==> src/rtl/mux_pkg.sv <==
// mux_pkg: shared constants for the rr_mux_n multiplexer slice.
//   MUX_MODE_FIXED / MUX_MODE_RR : encodings of the 1-bit mode input.
//   MUX_DEFAULT_WIDTH / MUX_DEFAULT_NUM_IN : default data width and input count.
package mux_pkg;

    localparam logic MUX_MODE_FIXED     = 1'b0;
    localparam logic MUX_MODE_RR        = 1'b1;

    localparam int   MUX_DEFAULT_WIDTH  = 32;
    localparam int   MUX_DEFAULT_NUM_IN = 4;

endpackage

==> src/rtl/rr_arbiter.sv <==
// rr_arbiter: combinational round-robin pick. Searches req starting at ptr,
// wrapping modulo NUM_IN, and returns the first requesting index.
//   req     in   NUM_IN  request vector
//   ptr     in   SEL_W   index where the search starts (always < NUM_IN)
//   gnt     out  SEL_W   granted index (0 when nothing requests)
//   gnt_vld out  1       at least one request present
module rr_arbiter #(
    parameter  int NUM_IN = 4,
    localparam int SEL_W  = $clog2(NUM_IN)
) (
    input  logic [NUM_IN-1:0] req,
    input  logic [SEL_W-1:0]  ptr,
    output logic [SEL_W-1:0]  gnt,
    output logic              gnt_vld
);

    localparam logic [SEL_W:0] NUM_L = (SEL_W+1)'(NUM_IN);

    logic [SEL_W:0] cand;
    logic           hit;

    // Walk offsets from the far end back towards ptr so the closest
    // requesting input is the last (winning) assignment.
    always_comb begin
        gnt  = '0;
        cand = '0;
        hit  = 1'b0;
        for (int i = NUM_IN - 1; i >= 0; i--) begin
            cand = {1'b0, ptr} + (SEL_W+1)'(i);
            if (cand >= NUM_L) begin
                cand = cand - NUM_L;
            end
            hit = 1'b0;
            for (int j = 0; j < NUM_IN; j++) begin
                if (cand == (SEL_W+1)'(j)) begin
                    hit = req[j];
                end
            end
            if (hit) begin
                gnt = cand[SEL_W-1:0];
            end
        end
    end

    assign gnt_vld = |req;

endmodule

==> src/rtl/rr_mux_n.sv <==
// rr_mux_n: registered N:1 multiplexer with valid/ready on every input and on
// the output. Fixed mode picks the input named by address; round-robin mode
// uses rr_arbiter with a rotating pointer kept here.
//   clk, rst_n      clock / async active-low reset
//   in_data         NUM_IN*WIDTH flattened inputs, input i at [i*WIDTH +: WIDTH]
//   in_valid        per-input valid
//   in_ready        per-input ready (at most one high)
//   mode            0 fixed address, 1 round-robin
//   address         source select in fixed mode
//   out_data        registered selected word
//   out_valid       output register holds a word
//   out_ready       consumer accepts out_data
//   out_src         index of the input that produced out_data
//   out_parity      (RR_MUX_PARITY_EN only) XOR reduction of the captured word
// Build option: define RR_MUX_PARITY_EN to add the out_parity port.
module rr_mux_n
    import mux_pkg::*;
#(
    parameter  int WIDTH  = MUX_DEFAULT_WIDTH,
    parameter  int NUM_IN = MUX_DEFAULT_NUM_IN,
    localparam int SEL_W  = $clog2(NUM_IN)
) (
    input  logic                    clk,
    input  logic                    rst_n,
    input  logic [NUM_IN*WIDTH-1:0] in_data,
    input  logic [NUM_IN-1:0]       in_valid,
    output logic [NUM_IN-1:0]       in_ready,
    input  logic                    mode,
    input  logic [SEL_W-1:0]        address,
    output logic [WIDTH-1:0]        out_data,
    output logic                    out_valid,
    input  logic                    out_ready,
`ifdef RR_MUX_PARITY_EN
    output logic                    out_parity,
`endif
    output logic [SEL_W-1:0]        out_src
);

    localparam logic [SEL_W:0] NUM_L = (SEL_W+1)'(NUM_IN);

    logic [SEL_W-1:0] ptr;
    logic [SEL_W-1:0] arb_gnt;
    logic             arb_vld;
    logic             fix_vld;
    logic [SEL_W-1:0] grant;
    logic             grant_vld;
    logic             load;
    logic             accept;
    logic [WIDTH-1:0] sel_word;
    logic [SEL_W:0]   ptr_nxt;

    rr_arbiter #(
        .NUM_IN (NUM_IN)
    ) u_arb (
        .req     (in_valid),
        .ptr     (ptr),
        .gnt     (arb_gnt),
        .gnt_vld (arb_vld)
    );

    // Out-of-range address (non-power-of-2 NUM_IN) matches no input.
    always_comb begin
        fix_vld = 1'b0;
        for (int i = 0; i < NUM_IN; i++) begin
            if (address == SEL_W'(i)) begin
                fix_vld = in_valid[i];
            end
        end
    end

    assign grant     = (mode == MUX_MODE_FIXED) ? address : arb_gnt;
    assign grant_vld = (mode == MUX_MODE_FIXED) ? fix_vld : arb_vld;
    assign load      = !out_valid || out_ready;
    // rst_n gates the handshake so no input sees ready while in reset.
    assign accept    = rst_n && load && grant_vld;

    always_comb begin
        in_ready = '0;
        sel_word = '0;
        for (int i = 0; i < NUM_IN; i++) begin
            if (grant == SEL_W'(i)) begin
                sel_word    = in_data[i*WIDTH +: WIDTH];
                in_ready[i] = accept;
            end
        end
    end

    always_comb begin
        ptr_nxt = {1'b0, grant} + 1'b1;
        if (ptr_nxt >= NUM_L) begin
            ptr_nxt = '0;
        end
    end

    always_ff @(posedge clk or negedge rst_n) begin
        if (!rst_n) begin
            out_valid <= 1'b0;
            out_data  <= '0;
            out_src   <= '0;
            ptr       <= '0;
        end else begin
            if (accept) begin
                out_valid <= 1'b1;
                out_data  <= sel_word;
                out_src   <= grant;
                if (mode == MUX_MODE_RR) begin
                    ptr <= ptr_nxt[SEL_W-1:0];
                end
            end else if (out_ready) begin
                out_valid <= 1'b0;
            end
        end
    end

`ifdef RR_MUX_PARITY_EN
    always_ff @(posedge clk or negedge rst_n) begin
        if (!rst_n) begin
            out_parity <= 1'b0;
        end else if (accept) begin
            out_parity <= ^sel_word;
        end
    end
`endif

endmodule

==> config.mk <==
export PLATFORM = sky130hd
export DESIGN_NAME = rr_mux_n
export DESIGN_NICKNAME = d
export VERILOG_FILES = /design/src/rtl/mux_pkg.sv /design/src/rtl/rr_arbiter.sv /design/src/rtl/rr_mux_n.sv
export SDC_FILE = /design/constraint.sdc
export NUM_CORES = 1
export LEC_CHECK = 0
export ABC_CLOCK_PERIOD_IN_PS = 4550
export CAP_MARGIN = 30
export CORE_MARGIN = 5
export CORE_UTILIZATION = 37
export CTS_CLUSTER_DIAMETER = 150
export DETAILED_ROUTE_END_ITERATION = 8
export GPL_ROUTABILITY_DRIVEN = 0
export GPL_TIMING_DRIVEN = 0
export PLACE_DENSITY_LB_ADDON = 0.08
export SLEW_MARGIN = 20
export SYNTH_ARGS = -nofsm -noshare
export SYNTH_HDL_FRONTEND = slang
export SYNTH_SLANG_ARGS = --single-unit
==> constraint.sdc <==
create_clock -name clk -period 4.55 [get_ports clk]
set_input_delay 0.91 -clock clk [delete_from_list [all_inputs] [get_ports clk]]
set_output_delay 0.91 -clock clk [all_outputs]
set_load 0.01 [all_outputs]
==> metrics.cfg, run 1 <==
[die]
io_pins = 177
die_height_microns = 96.0
rows = 31
die_w_microns = 96.0
initial_utilization_pct = 37.9
coreArea_sq_um = 7210
dieArea_sq_um = 9210

[clocking]
clock-sinks = 37
clk_latency_ns = 0.29
cts_tree = done
path_clk_slew_ns = 0.08
clockRootBuffer = clkbuf_8
numCtsBuffers = 5
htreeDepth = 2
clock_path_buffers = 2

[sta]
max_slew.worst_pin.slew_ns = 0.546
skew_ns = 0.00660
hold_viol_final = 0
drv_slew = 0
relSlewSlack_pct = 63.6
fin_crit_ns = 4.51
setup_violations = 0
min_period_over_period_pct = 99.1
setup_slack_ns = 0.0407
fmax_mhz = 222

[power_and_ir_drop]
swShare_pct = 43.9
p_int_mw = 1.98
p_seq_share_pct = 17.0
p_per_area_nw_per_um2 = 699
pwr-share-comb_pct = 73.2
p_switching_mw = 1.55
ir_drop_mv = 0.267
leakagePower_nw = 1.95
pwr-share-clk_pct = 9.8

[yosys]
seq_area_frac_synth_pct = 33.9
ys_warn_count = 0
synthCells = 336
synth-seq-cells = 37
syn_nets = 486
syn_avg_cell_area_sq_um = 8.14
synth.distinct_cells = 40
netlist_area_sq_um = 2740

[worst_setup_path]
crit_arrival_ns = 3.60
worst_setup_path_end_kind = output pin
crit_start = in_valid[3]
worstSetupStartpointType = input port
path_class = input port to output pin
rr_startpoint = ptr[0]
cp_max_fo = 10
crit_required_ns = 3.64
r2r_slack_ns = 0.55

[hold_path]
hold_start = out_valid
hp-class = flip-flop to flip-flop

[detailed_routing]
drtIter0Drc = 77
routed.top_layer = met4
drc = 0
firstDrtPassIters = 5
routed-wl-met3_microns = 1160
drtAntennaViolNets = 0
vias_per_cell = 5.43
wl_microns = 11200
vias = 3420
wl_met2_microns = 5560
met1_length_microns = 4240
wl_per_cell_microns = 17.8

[global_routing]
grt_overflow = 0
grt_pass1_wl_microns = 17200
grt_antenna_before_repair = 0
grt_start_max_net_pins = 21
first_global_vias = 3487
track_usage_pct = 24.0

[final_layout]
diodes = 0
fillerInstances = 586
post-route-util_pct = 69.9
synthToLayoutAreaGrowth_pct = 84.4
drive_gt1_share_pct = 11.7
nets = 680

[run]
maxCapViolCount = 0

[placement]
dp_hpwl_microns = 8470
place_ws_ns = -1.09
port_buffers = 175

[run_status]
status = finished, final reports clean

-- timing repair --
action / 4_1_cts / 5_1_grt
gates resized for setup: 29 / 19
hold buffers: 0 / 0
pin swaps: 4 / 6
setup endpoints to repair: 4 / 6
setup buffers: 5 / 9
-- registers in the layout, summed over array words and instances (netlist names) --
signal and cells:
out_src 2, out_valid 1, out_data 32, ptr 2
-- cells by family (layout without fill, tap and decap cells) --
group	Yosys count	count (layout)	share of synthesized area, %
AOI/OAI and AO/OA	119	119	28.7
DFF	37	37	33.9
adders and majority gates	12	12	5.49
muxes	4	4	1.78
buffers and inverters	35	230	4.85
and+or+nand+nor	129	129	25.3
-- cell usage after synthesis, drive strengths merged --
cell	number	area, sq um
a2111oi	2	37.5
a211oi	2	27.5
a21o	1	8.76
a21oi	73	365
a221oi	31	272
a22o	1	8.76
a31oi	2	12.5
and2	4	25.0
and3b	2	17.5
and4	1	11.3
buf	1	5.00
clkbuf	28	105
dfrtp	37	926
ha	12	150
inv	6	22.5
mux2	4	48.8
nand2	7	26.3
nand2b	1	6.26
nand3b	2	15.0
nor2	38	143
nor2b	33	209
nor3	33	165
nor3b	4	35.0
nor4	2	18.8
nor4b	1	15.0
o21a	1	7.51
o21ai	2	13.8
o221ai	1	8.76
o22ai	1	6.26
o2bb2ai	1	8.76
o31ai	1	7.51
or2	1	6.26
-- power by group through the flow --
| stage | logic, mW | clock network, mW | registers [mW] |
|---|---|---|---|
| after floorplan | 1.32 | 0 | 0.668 |
| after global placement | 2.20 | 0 | 0.591 |
| after detailed placement | 2.24 | 0 | 0.601 |
| after CTS | 2.43 | 0.349 | 0.596 |
| after global routing | 2.83 | 0.365 | 0.625 |
| final | 2.58 | 0.345 | 0.599 |
-- area by class of cell --
cell class | instances | area, sq um | share of cell area, %
Tap cell | 99 | 124 | 2.46
Sequential cell | 37 | 928 | 18.4
Timing Repair Buffer | 190 | 1880 | 37.3
Multi-Input combinational cell | 264 | 1810 | 36.0
Clock inverter | 3 | 65.1 | 1.29
Buffer | 26 | 140 | 2.78
Inverter | 6 | 22.5 | 0.447
Clock buffer | 5 | 68.8 | 1.36
-- worst max-delay path, cell delays in order --
cell	delay, ns
clkdlybuf4s50_1	0.56
inv_1	0.13
a22o_4	0.30
nor2_2	0.20
nor4b_4	0.08
nor4_4	0.27
buf_6	0.17
ha_4	0.16
clkbuf_16	0.16
and2_1	0.11
clkdlybuf4s50_1	0.53
-- cells in the final DEF, fill, tap and decap left out, drive strengths merged, types with 3 or more instances in the layout --
| cell | Yosys | final |
|---|---|---|
| clkbuf | 28 | 31 |
| buf | 1 | 17 |
| dlygate4sd2 | 0 | 3 |
| inv | 6 | 6 |
| and2 | 4 | 4 |
| nor3b | 4 | 4 |
| nor3 | 33 | 33 |
| ha | 12 | 12 |
| dfrtp | 37 | 37 |
| a221oi | 31 | 31 |
| nor2 | 38 | 38 |
| clkdlybuf4s50 | 0 | 168 |
| nor2b | 33 | 33 |
| nand2 | 7 | 7 |
| mux2 | 4 | 4 |
| a21oi | 73 | 73 |
-- per-layer routing --
metal / track usage, % / up-vias
met3: 9.62 / 18
met1: 27.2 / 1630
met2: 41.4 / 156
li1: - / 1616
met5: 0 / -
met4: 6.52 / 0
-- metrics by stage --
step                      total power, mW  instance area (sq um)  hold slack [ns]  setup TNS, ns  cells
final                                3.52                   5040            0.515              0    630
after global routing                 3.82                   5040            0.546        -0.0506    630
after floorplan                      1.98                   2740            0.533              0    336
after global placement               2.79                   4610            0.490          -5.89    610
after CTS                            3.37                   4910            0.524         -0.112    621
after detailed placement             2.84                   4630            0.499          -7.08    611
-- worst paths after layout --
kind / endpoint / depth (start not counted)
worst max-delay path: in_ready[3] / 11
worst min-delay path: out_valid / 2
worst max register to register: out_data[1] / 16
worst min register to register: out_valid / 2
max in group asynchronous: ptr[0] / 2
min in group asynchronous: out_data[8] / 1
(Power assumes the default switching activity.)
==> run 2: changes to the inputs <==
- CTS_CLUSTER_DIAMETER: 150 -> 40
==> results of run 2 <==
Final layout, timing and power as in run 1 (identical DEF).
